### config.mk
export PLATFORM = sky130hd
export DESIGN_NAME = fx_master
export DESIGN_NICKNAME = d
export VERILOG_FILES = /design/src/rtl/fx_master.sv
export SDC_FILE = /design/constraint.sdc
export NUM_CORES = 1
export LEC_CHECK = 0
export CAP_MARGIN = 30
export CORE_ASPECT_RATIO = 1.75
export CORE_MARGIN = 3
export CORE_UTILIZATION = 50
export CTS_BUF_LIST = sky130_fd_sc_hd__clkbuf_2
export CTS_CLUSTER_SIZE = 28
export DETAILED_ROUTE_END_ITERATION = 7
export GPL_ROUTABILITY_DRIVEN = 0
export PLACE_DENSITY = 0.75
export SKIP_CTS_REPAIR_TIMING = 1
export SLEW_MARGIN = 20
export SYNTH_ARGS = -nofsm -noshare
export SYNTH_HDL_FRONTEND = slang
export SYNTH_SLANG_ARGS = --single-unit
export TNS_END_PERCENT = 1
### constraint.sdc
create_clock -name clk_sys -period 5.4 [get_ports clk_sys]
set_input_delay 0.81 -clock clk_sys [delete_from_list [all_inputs] [get_ports clk_sys]]
set_output_delay 0.81 -clock clk_sys [all_outputs]
set_load 0.05 [all_outputs]
### src/rtl/fx_master.sv
// fx register bus initiator: host byte frames in, fx write/burst-read
// cycles out, read data and write acks back on the tx byte stream.
module fx_master #(
  parameter int          RD_LAT   = 1,
  parameter int          TIMEOUT  = 1000,
  parameter logic [7:0]  ACK_BYTE = 8'hAA
) (
  input  logic        clk_sys,
  input  logic        rst,
  input  logic [7:0]  rx_data,
  input  logic        rx_valid,
  output logic        rx_ready,
  output logic [7:0]  tx_data,
  output logic        tx_valid,
  input  logic        tx_ready,
  output logic [21:0] fx_waddr,
  output logic        fx_wr,
  output logic [7:0]  fx_data,
  output logic [21:0] fx_raddr,
  output logic        fx_rd,
  input  logic [7:0]  fx_q,
  output logic        busy,
  output logic [7:0]  err_cnt
);

  localparam int GW = $clog2(TIMEOUT + 1);

  typedef enum logic [3:0] {
    IDLE, GA2, GA1, GA0, GARG,
    WR, ACK, RISS, RWAIT
  } state_t;

  state_t      state;
  logic        op_wr;
  logic [5:0]  dev;
  logic [15:0] addr_lo;
  logic [8:0]  n;
  logic [8:0]  idx;
  logic [8:0]  idx_nx;
  logic [2:0]  lat;
  logic [GW-1:0] gap;
  logic [21:0] raddr_q;
  logic [21:0] cur_addr;
  logic [7:0]  err_inc;
  logic        in_frame;
  logic        rx_fire;
  logic        tx_free;
  logic        rd_go;

  assign in_frame = (state == GA2) || (state == GA1) ||
                    (state == GA0) || (state == GARG);
  assign rx_ready = !rst && ((state == IDLE) || in_frame);
  assign rx_fire  = rx_valid && rx_ready;
  assign tx_free  = !tx_valid || tx_ready;
  assign busy     = (state != IDLE);
  assign err_inc  = (err_cnt == 8'hFF) ? err_cnt : err_cnt + 8'd1;
  assign idx_nx   = idx + 9'd1;
  assign cur_addr = {dev, addr_lo + {7'd0, idx}};

  // The read strobe fires in the issue cycle itself so a burst can
  // sustain one byte every two cycles; the address only moves then.
  assign rd_go    = !rst && (state == RISS) && tx_free;
  assign fx_rd    = rd_go;
  assign fx_raddr = rd_go ? cur_addr : raddr_q;

  always_ff @(posedge clk_sys) begin
    if (rst) begin
      state    <= IDLE;
      op_wr    <= 1'b0;
      dev      <= '0;
      addr_lo  <= '0;
      n        <= '0;
      idx      <= '0;
      lat      <= '0;
      gap      <= '0;
      raddr_q  <= '0;
      tx_data  <= '0;
      tx_valid <= 1'b0;
      fx_waddr <= '0;
      fx_wr    <= 1'b0;
      fx_data  <= '0;
      err_cnt  <= '0;
    end else begin
      fx_wr <= 1'b0;
      if (tx_valid && tx_ready) tx_valid <= 1'b0;
      if (rd_go) raddr_q <= cur_addr;

      if (in_frame && !rx_fire) begin
        if (gap == GW'(TIMEOUT - 1)) begin
          state   <= IDLE;
          err_cnt <= err_inc;
        end else begin
          gap <= gap + 1'b1;
        end
      end else begin
        unique case (state)
          IDLE: begin
            if (rx_fire) begin
              if (rx_data == 8'h57 || rx_data == 8'h52) begin
                op_wr <= (rx_data == 8'h57);
                gap   <= '0;
                state <= GA2;
              end else begin
                err_cnt <= err_inc;
              end
            end
          end
          GA2: begin
            dev   <= rx_data[5:0];
            gap   <= '0;
            state <= GA1;
          end
          GA1: begin
            addr_lo[15:8] <= rx_data;
            gap   <= '0;
            state <= GA0;
          end
          GA0: begin
            addr_lo[7:0] <= rx_data;
            gap   <= '0;
            state <= GARG;
          end
          GARG: begin
            if (op_wr) begin
              fx_wr    <= 1'b1;
              fx_waddr <= {dev, addr_lo};
              fx_data  <= rx_data;
              state    <= WR;
            end else begin
              n     <= (rx_data == 8'd0) ? 9'd256 : {1'b0, rx_data};
              idx   <= '0;
              state <= RISS;
            end
          end
          WR: state <= ACK;
          ACK: begin
            if (tx_free) begin
              tx_data  <= ACK_BYTE;
              tx_valid <= 1'b1;
              state    <= IDLE;
            end
          end
          RISS: begin
            if (tx_free) begin
              lat   <= '0;
              state <= RWAIT;
            end
          end
          RWAIT: begin
            if (lat == 3'(RD_LAT - 1)) begin
              tx_data  <= fx_q;
              tx_valid <= 1'b1;
              idx      <= idx_nx;
              state    <= (idx_nx == n) ? IDLE : RISS;
            end else begin
              lat <= lat + 3'd1;
            end
          end
          default: state <= IDLE;
        endcase
      end
    end
  end

endmodule

==> out/results.txt, run 1 <==
Status - completed
Worst vdd rail ir drop - 270 µV
Routed via count - 5,621
Worst Path Arrival - 4170 ps
Ys flop type - dfxtp_1
# Max-Cap Violations - 0
Clk buf depth - 2
DRC viols - 0
Number of nets with antenna violations after routing - 0
Pleak - 2.79 nW
Startpoint types - flop
Initial DRC Count - 347
Post-DR wirelength/cell - 16.2 µm
Post-detail-place hpwl - 11,700 µm
Slowest-stage cell, CP - clkdlybuf4s50_1
Cell type with the highest aggregate area in the netlist - dfxtp_1
Commonest non-fill, non-tap cell in the layout - dfxtp_1
Unique masters post-synth - 64
Post-layout net count - 866
TritonRoute pass-1 iters - 8
CP dominant cell by count - o21ai_0
Setup Viol. Count Final - 0
Pre-CTS WS - 751 ps
Final core occ - 62.9%
CTS root buf - clkbuf_2
Post-Place Cells - 945
Slew Limit Fails - 0
Final Hold Fails - 0
Crit Path Class - flop to primary output
Clk Latency, worst-skew pair - 700 ps
Synthesized flop and latch total - 128
Slew headroom - 38.7%
Pwr dens - 242 nW/µm²
Global-route wire length before repair - 25,200 µm
Ys async rst share - 0%
Clock transition at the registers of the reported paths - 250 ps
Initial core utilization - 52.0%
Initial antenna violation count - 1
Mean post-synth cell area - 8.10 µm²
EDFF count, synth - 0
RSZ-0062 raised after global routing - no
Die Y - 152 µm
GRT overflow - 0
Commonest cells after routing, fill and taps aside - dfxtp_1, nand2_1, nor2_1
Vias in the first global route - 5,358
Routed WL - 15,900 µm
Fill count - 1,024
CTS Buf Count - 17
Mapped Area - 6090 µm²
Crit path time final - 4980 ps
Setup crit end kind - primary output
CTS tree - built
Layout cells sized above 1 - 8.29%
Hold Path Class - input port to flop
Critical path fanouts, max - 8
Setup ws final - 425 ps
Synth top area share - 42.1%
Layout area overhead - 20.9%
H-tree depth - 4
Crit path cell chain - ha_1 -> inv_1 -> fa_1 -> nor2b_1 -> o21ai_0 -> a21boi_0 -> o21ai_0 -> xor2_1 -> o21ai_0 -> clkdlybuf4s50_1
Worst clock skew - 46.7 ps
Setup_tns - 0 ps
PortBufs - 92
Post-Layout Cell Count - 980
Rows - 52
Req. time, crit path - 4590 ps
Die area - 13,600 µm²
Core area - 11,700 µm²
Worst-Margin Slew - 920 ps
Worst path max stage delay - 830 ps
Synthesized netlist net count - 786
Top achievable clock speed - 201 MHz
GRT Util Overall - 23.5%
Synthesized instance count - 751
Via-to-Cell Ratio - 5.74
Largest net degree at the start of global routing - 92
Synth area leaders - dfxtp_1, nand2_1, a21oi_1
Die width - 89.4 µm
Top Ports - 93
Synth warn - 0
Register area share after synthesis - 42.1%
Crit share post-route - 92.1%
Sink Count - 128
==> metal layers <==
metal  up-vias  track usage [%]  routed length (µm)
met5         -                0                   0
met4         0             11.1                 469
met3        38             3.96                 537
met2       161             43.4                8900
met1      2648             24.3                5960
li1       2774                -                   -
==> synthesized netlist by cell type, drive strengths merged (6+ instances only) <==
cell      n
a21oi    72
a31oi    10
and2      6
and3      8
buf      11
clkbuf   28
dfxtp   128
ha       14
inv      19
mux2i    30
nand2   123
nand3    26
nand4    10
nor2     93
nor3     26
nor4      7
o21ai    32
or3       6
xnor2    15
xor2     21
==> sequential cells by signal, indices dropped and copies added (netlist names) <==
signal / flops
n: 9
err_cnt: 8
op_wr: 1
addr_lo: 16
fx_data: 8
raddr_q: 22
tx_valid: 1
fx_wr: 1
fx_waddr: 22
tx_data: 8
dev: 6
idx: 9
gap: 10
lat: 3
state: 4
==> power by group <==
group          switching [mW]  internal [mW]  leakage (nW)
sequential             0.0255          0.961          1.03
combinational           0.153         0.0825          1.63
clock                   0.414          0.144         0.136
==> worst max-delay path, delay by kind of cell, from the launching register on <==
family	cells	cell delay [ps]
AOI/OAI and AO/OA	4	1080
xor gates and xnor gates	1	200
adders and majority gates	2	670
buffers and inverters	2	900
DFF	1	550
and+or+nand+nor	1	110
==> logic make-up (layout without fill, tap and decap cells) <==
group	Yosys count	in the layout	synth area share [%]
AO/OA/AOI/OAI	154	154	15.3
adder cells (fa/ha/maj)	15	15	3.21
buffers and inverters	59	152	3.89
XOR/XNOR	36	36	5.18
AND/OR/NAND/NOR	329	329	25.4
flip-flops	128	128	42.1
multiplexers	30	30	4.93
other	0	1	0
==> area by class of cell <==
cell class	instances	area, µm²	share of cell area, %
well taps	135	169	2.29
diodes	1	2.50	0.0340
multi-input cells	564	3290	44.7
inverters	20	75.1	1.02
clock buffers	17	85.1	1.16
repair buffers	100	1040	14.1
flip-flops and latches	128	2560	34.8
clock inverters	15	140	1.90
==> through the flow <==
stage	hold WS [ps]	total power, mW	area [µm²]
floorplan	444	1.16	6090
global placement	441	1.23	7100
detailed placement	446	1.24	7110
CTS	404	1.80	7340
global route	389	1.86	7360
finish	447	1.78	7360
==> final timing paths <==
| path | cells after the start | to | from | slack, ps |
|---|---|---|---|---|
| max | 10 | fx_raddr[8] | idx[0]$_SDFFE_PP0P_ | 420 |
| min | 2 | fx_waddr[17]$_SDFFE_PP0P_ | rst | 450 |
| max reg2reg | 6 | raddr_q[15]$_SDFF_PP0_ | state[1]$_SDFFE_PP0P_ | 2260 |
| min reg2reg | 2 | fx_waddr[17]$_SDFFE_PP0P_ | dev[1]$_SDFFE_PP0P_ | 460 |
(Power assumes the default switching activity.)
==> run 2: changes to the inputs <==
==> constraint.sdc (replaced) <==
create_clock -name clk_sys -period 5.4 [get_ports clk_sys]
set_input_delay 1.08 -clock clk_sys [delete_from_list [all_inputs] [get_ports clk_sys]]
set_output_delay 1.08 -clock clk_sys [all_outputs]
set_load 0.05 [all_outputs]
==> run 2 against run 1 <==
  * Count of clock-buffer cells in the layout increased by 1
  * Sequential share of layout area decreased by 0.64 points
  * Setup slack improved by 160 ps
  * Non-clock buffer count increased by 2
  * Clock power increased by 18%
  * Worst hold slack improved by 20 ps
==> out/results.txt, run 2 (synthesis gave the netlist of run 1 again) <==
Status - completed (unchanged)
Global-route wire length before repair - 26,300 µm (was 25,200 µm)
Register share of total power - 52.5% (was 55.4%)
Final Hold Fails - 0 (unchanged)
Commonest cells after routing, fill and taps aside - dfxtp_1, nand2_1, nor2_1 (unchanged)
Core area - 11,700 µm² (unchanged)
Layout cells sized above 1 - 9.46% (was 8.29%)
Initial core utilization - 52.0% (unchanged)
CTS tree - built (unchanged)
Setup_tns - 0 ps (unchanged)
Number of nets with antenna violations after routing - 0 (unchanged)
Largest net degree at the start of global routing - 106 (was 92)
# Max-Cap Violations - 0 (unchanged)
Clock transition at the registers of the reported paths - 190 ps (was 250 ps)
Post-Place Cells - 946 (was 945)
Worst path max stage delay - 660 ps (was 830 ps)
Pwr dens - 250 nW/µm² (was 242 nW/µm²)
Post-detail-place hpwl - 11,600 µm (was 11,700 µm)
Clock power share - 34.9% (was 31.3%)
GRT Util Overall - 24.3% (was 23.5%)
Vias in the first global route - 5,589 (was 5,358)
Design area - 7500 µm² (was 7360 µm²)
GRT overflow - 0 (unchanged)
Power, Total - 1.88 mW (was 1.78 mW)
Worst vdd rail ir drop - 220 µV (was 270 µV)
Die area - 13,600 µm² (unchanged)
Initial antenna violation count - 1 (unchanged)
Slew headroom - 46.7% (was 38.7%)
Worst-Margin Slew - 792 ps (was 920 ps)
Startpoint types - flop (unchanged)
Top Ports - 93 (unchanged)
Fill count - 1,044 (was 1,024)
Largest regs - fx_waddr (22), raddr_q (22), addr_lo (16) (unchanged)
Clk buf depth - 2 (unchanged)
Top delay family on crit path - compound AO/OA/AOI/OAI gates (unchanged)
Critical path fanouts, max - 8 (unchanged)
Crit Path Class - flop to primary output (unchanged)
Routed via count - 5,714 (was 5,621)
Comb power frac - 12.7% (was 13.3%)
Via-to-Cell Ratio - 5.82 (was 5.74)
Placed instance area - 7170 µm² (was 7110 µm²)
Slew Limit Fails - 0 (unchanged)
Top achievable clock speed - 208 MHz (was 201 MHz)
Initial DRC Count - 315 (was 347)
Die Y - 152 µm (unchanged)
Switching share of power - 30.0% (was 33.3%)
Crit path time final - 4810 ps (was 4980 ps)
CTS Buf Count - 17 (unchanged)
Pint - 1.31 mW (was 1.19 mW)
CTS root buf - clkbuf_2 (unchanged)
Rows - 52 (unchanged)
H-tree depth - 4 (unchanged)
Commonest non-fill, non-tap cell in the layout - dfxtp_1 (unchanged)
Die width - 89.4 µm (unchanged)
Routed WL - 16,000 µm (was 15,900 µm)
Post-layout net count - 868 (was 866)
Post-Layout Cell Count - 982 (was 980)
Sink Count - 128 (unchanged)
Layout area overhead - 23.2% (was 20.9%)
TritonRoute pass-1 iters - 4 (was 8)
Crit share post-route - 89.1% (was 92.1%)
Pleak - 2.87 nW (was 2.79 nW)
Crit path cell chain - ha_1 -> inv_1 -> fa_1 -> nor2b_1 -> o21ai_0 -> a21boi_0 -> o2111ai_1 -> a21o_1 -> a31oi_1 -> buf_12 (was ha_1 -> inv_1 -> fa_1 -> nor2b_1 -> o21ai_0 -> a21boi_0 -> o21ai_0 -> xor2_1 -> o21ai_0 -> clkdlybuf4s50_1)
Req. time, crit path - 4320 ps (was 4590 ps)
PortBufs - 92 (unchanged)
Setup crit end kind - primary output (unchanged)
Worst clock skew - 24.0 ps (was 46.7 ps)
Post-DR wirelength/cell - 16.3 µm (was 16.2 µm)
Slowest-stage cell, CP - a21boi_0 (was clkdlybuf4s50_1)
RSZ-0062 raised after global routing - no (unchanged)
Worst Path Arrival - 3730 ps (was 4170 ps)
Hold Path Class - flop to flop (was input port to flop)
CP bufs+invs - 2 (unchanged)
DRC viols - 0 (unchanged)
Clk Latency, worst-skew pair - 690 ps (was 700 ps)
Net Sw Power - 0.562 mW (was 0.593 mW)
Setup Viol. Count Final - 0 (unchanged)
==> run 2: path summary, 6_finish.rpt <==
path,startpoint,cells past startpoint,slack [ps],endpoint
min reg2reg,fx_waddr[4]$_SDFFE_PP0P_,2,470,fx_waddr[4]$_SDFFE_PP0P_
max,idx[0]$_SDFFE_PP0P_,10,590,fx_raddr[10]
max reg2reg,idx[0]$_SDFFE_PP0P_,9,2590,raddr_q[10]$_SDFF_PP0_
min,fx_waddr[4]$_SDFFE_PP0P_,2,470,fx_waddr[4]$_SDFFE_PP0P_
==> run 2: power groups by stage <==
stage / Clock (mW) / Sequential [mW] / Combinational, mW
floorplan: 0 / 1.01 / 0.148
global placement: 0 / 1.00 / 0.224
detailed placement: 0 / 1.00 / 0.233
CTS: 0.665 / 0.984 / 0.234
global route: 0.709 / 0.988 / 0.255
finish: 0.655 / 0.985 / 0.238
==> run 2: routing by layer <==
layer,global-route usage [%],up-vias,wire [µm]
met1,26.4,2670,5830
met3,4.99,46,777
li1,-,2792,-
met5,0,-,0
met4,11.7,0,679
met2,43.1,206,8720
==> run 2: worst reg2reg max path, stage by stage (launching register included) <==
cell and delay [ps]:
dfxtp_1 530, ha_1 230, inv_1 60, fa_1 400, nor2b_1 130, o21ai_0 100
a21boi_0 660, o2111ai_1 270, a21o_1 230, a31oi_1 160
==> run 2: area by class of cell <==
type | instances | area (µm²) | area share, %
antenna | 1 | 2.50 | 0.0334
clock buffer | 18 | 90.1 | 1.20
clock inverter | 14 | 184 | 2.45
inverter | 20 | 75.1 | 1.00
multi-input combinational | 564 | 3290 | 43.8
sequential | 128 | 2560 | 34.2
tap | 135 | 169 | 2.25
timing repair buffer | 102 | 1130 | 15.1
==> run 2: per-stage QoR <==
stage          hold WS, ps  util, %  worst slack [ps]
3_5_place_dp           446     61.3              1170
6_report               467     64.0               586
4_1_cts                469     63.6               543
3_3_place_gp           440     61.2              1240
2_1_floorplan          444        -              1130
5_1_grt                482     64.0               340
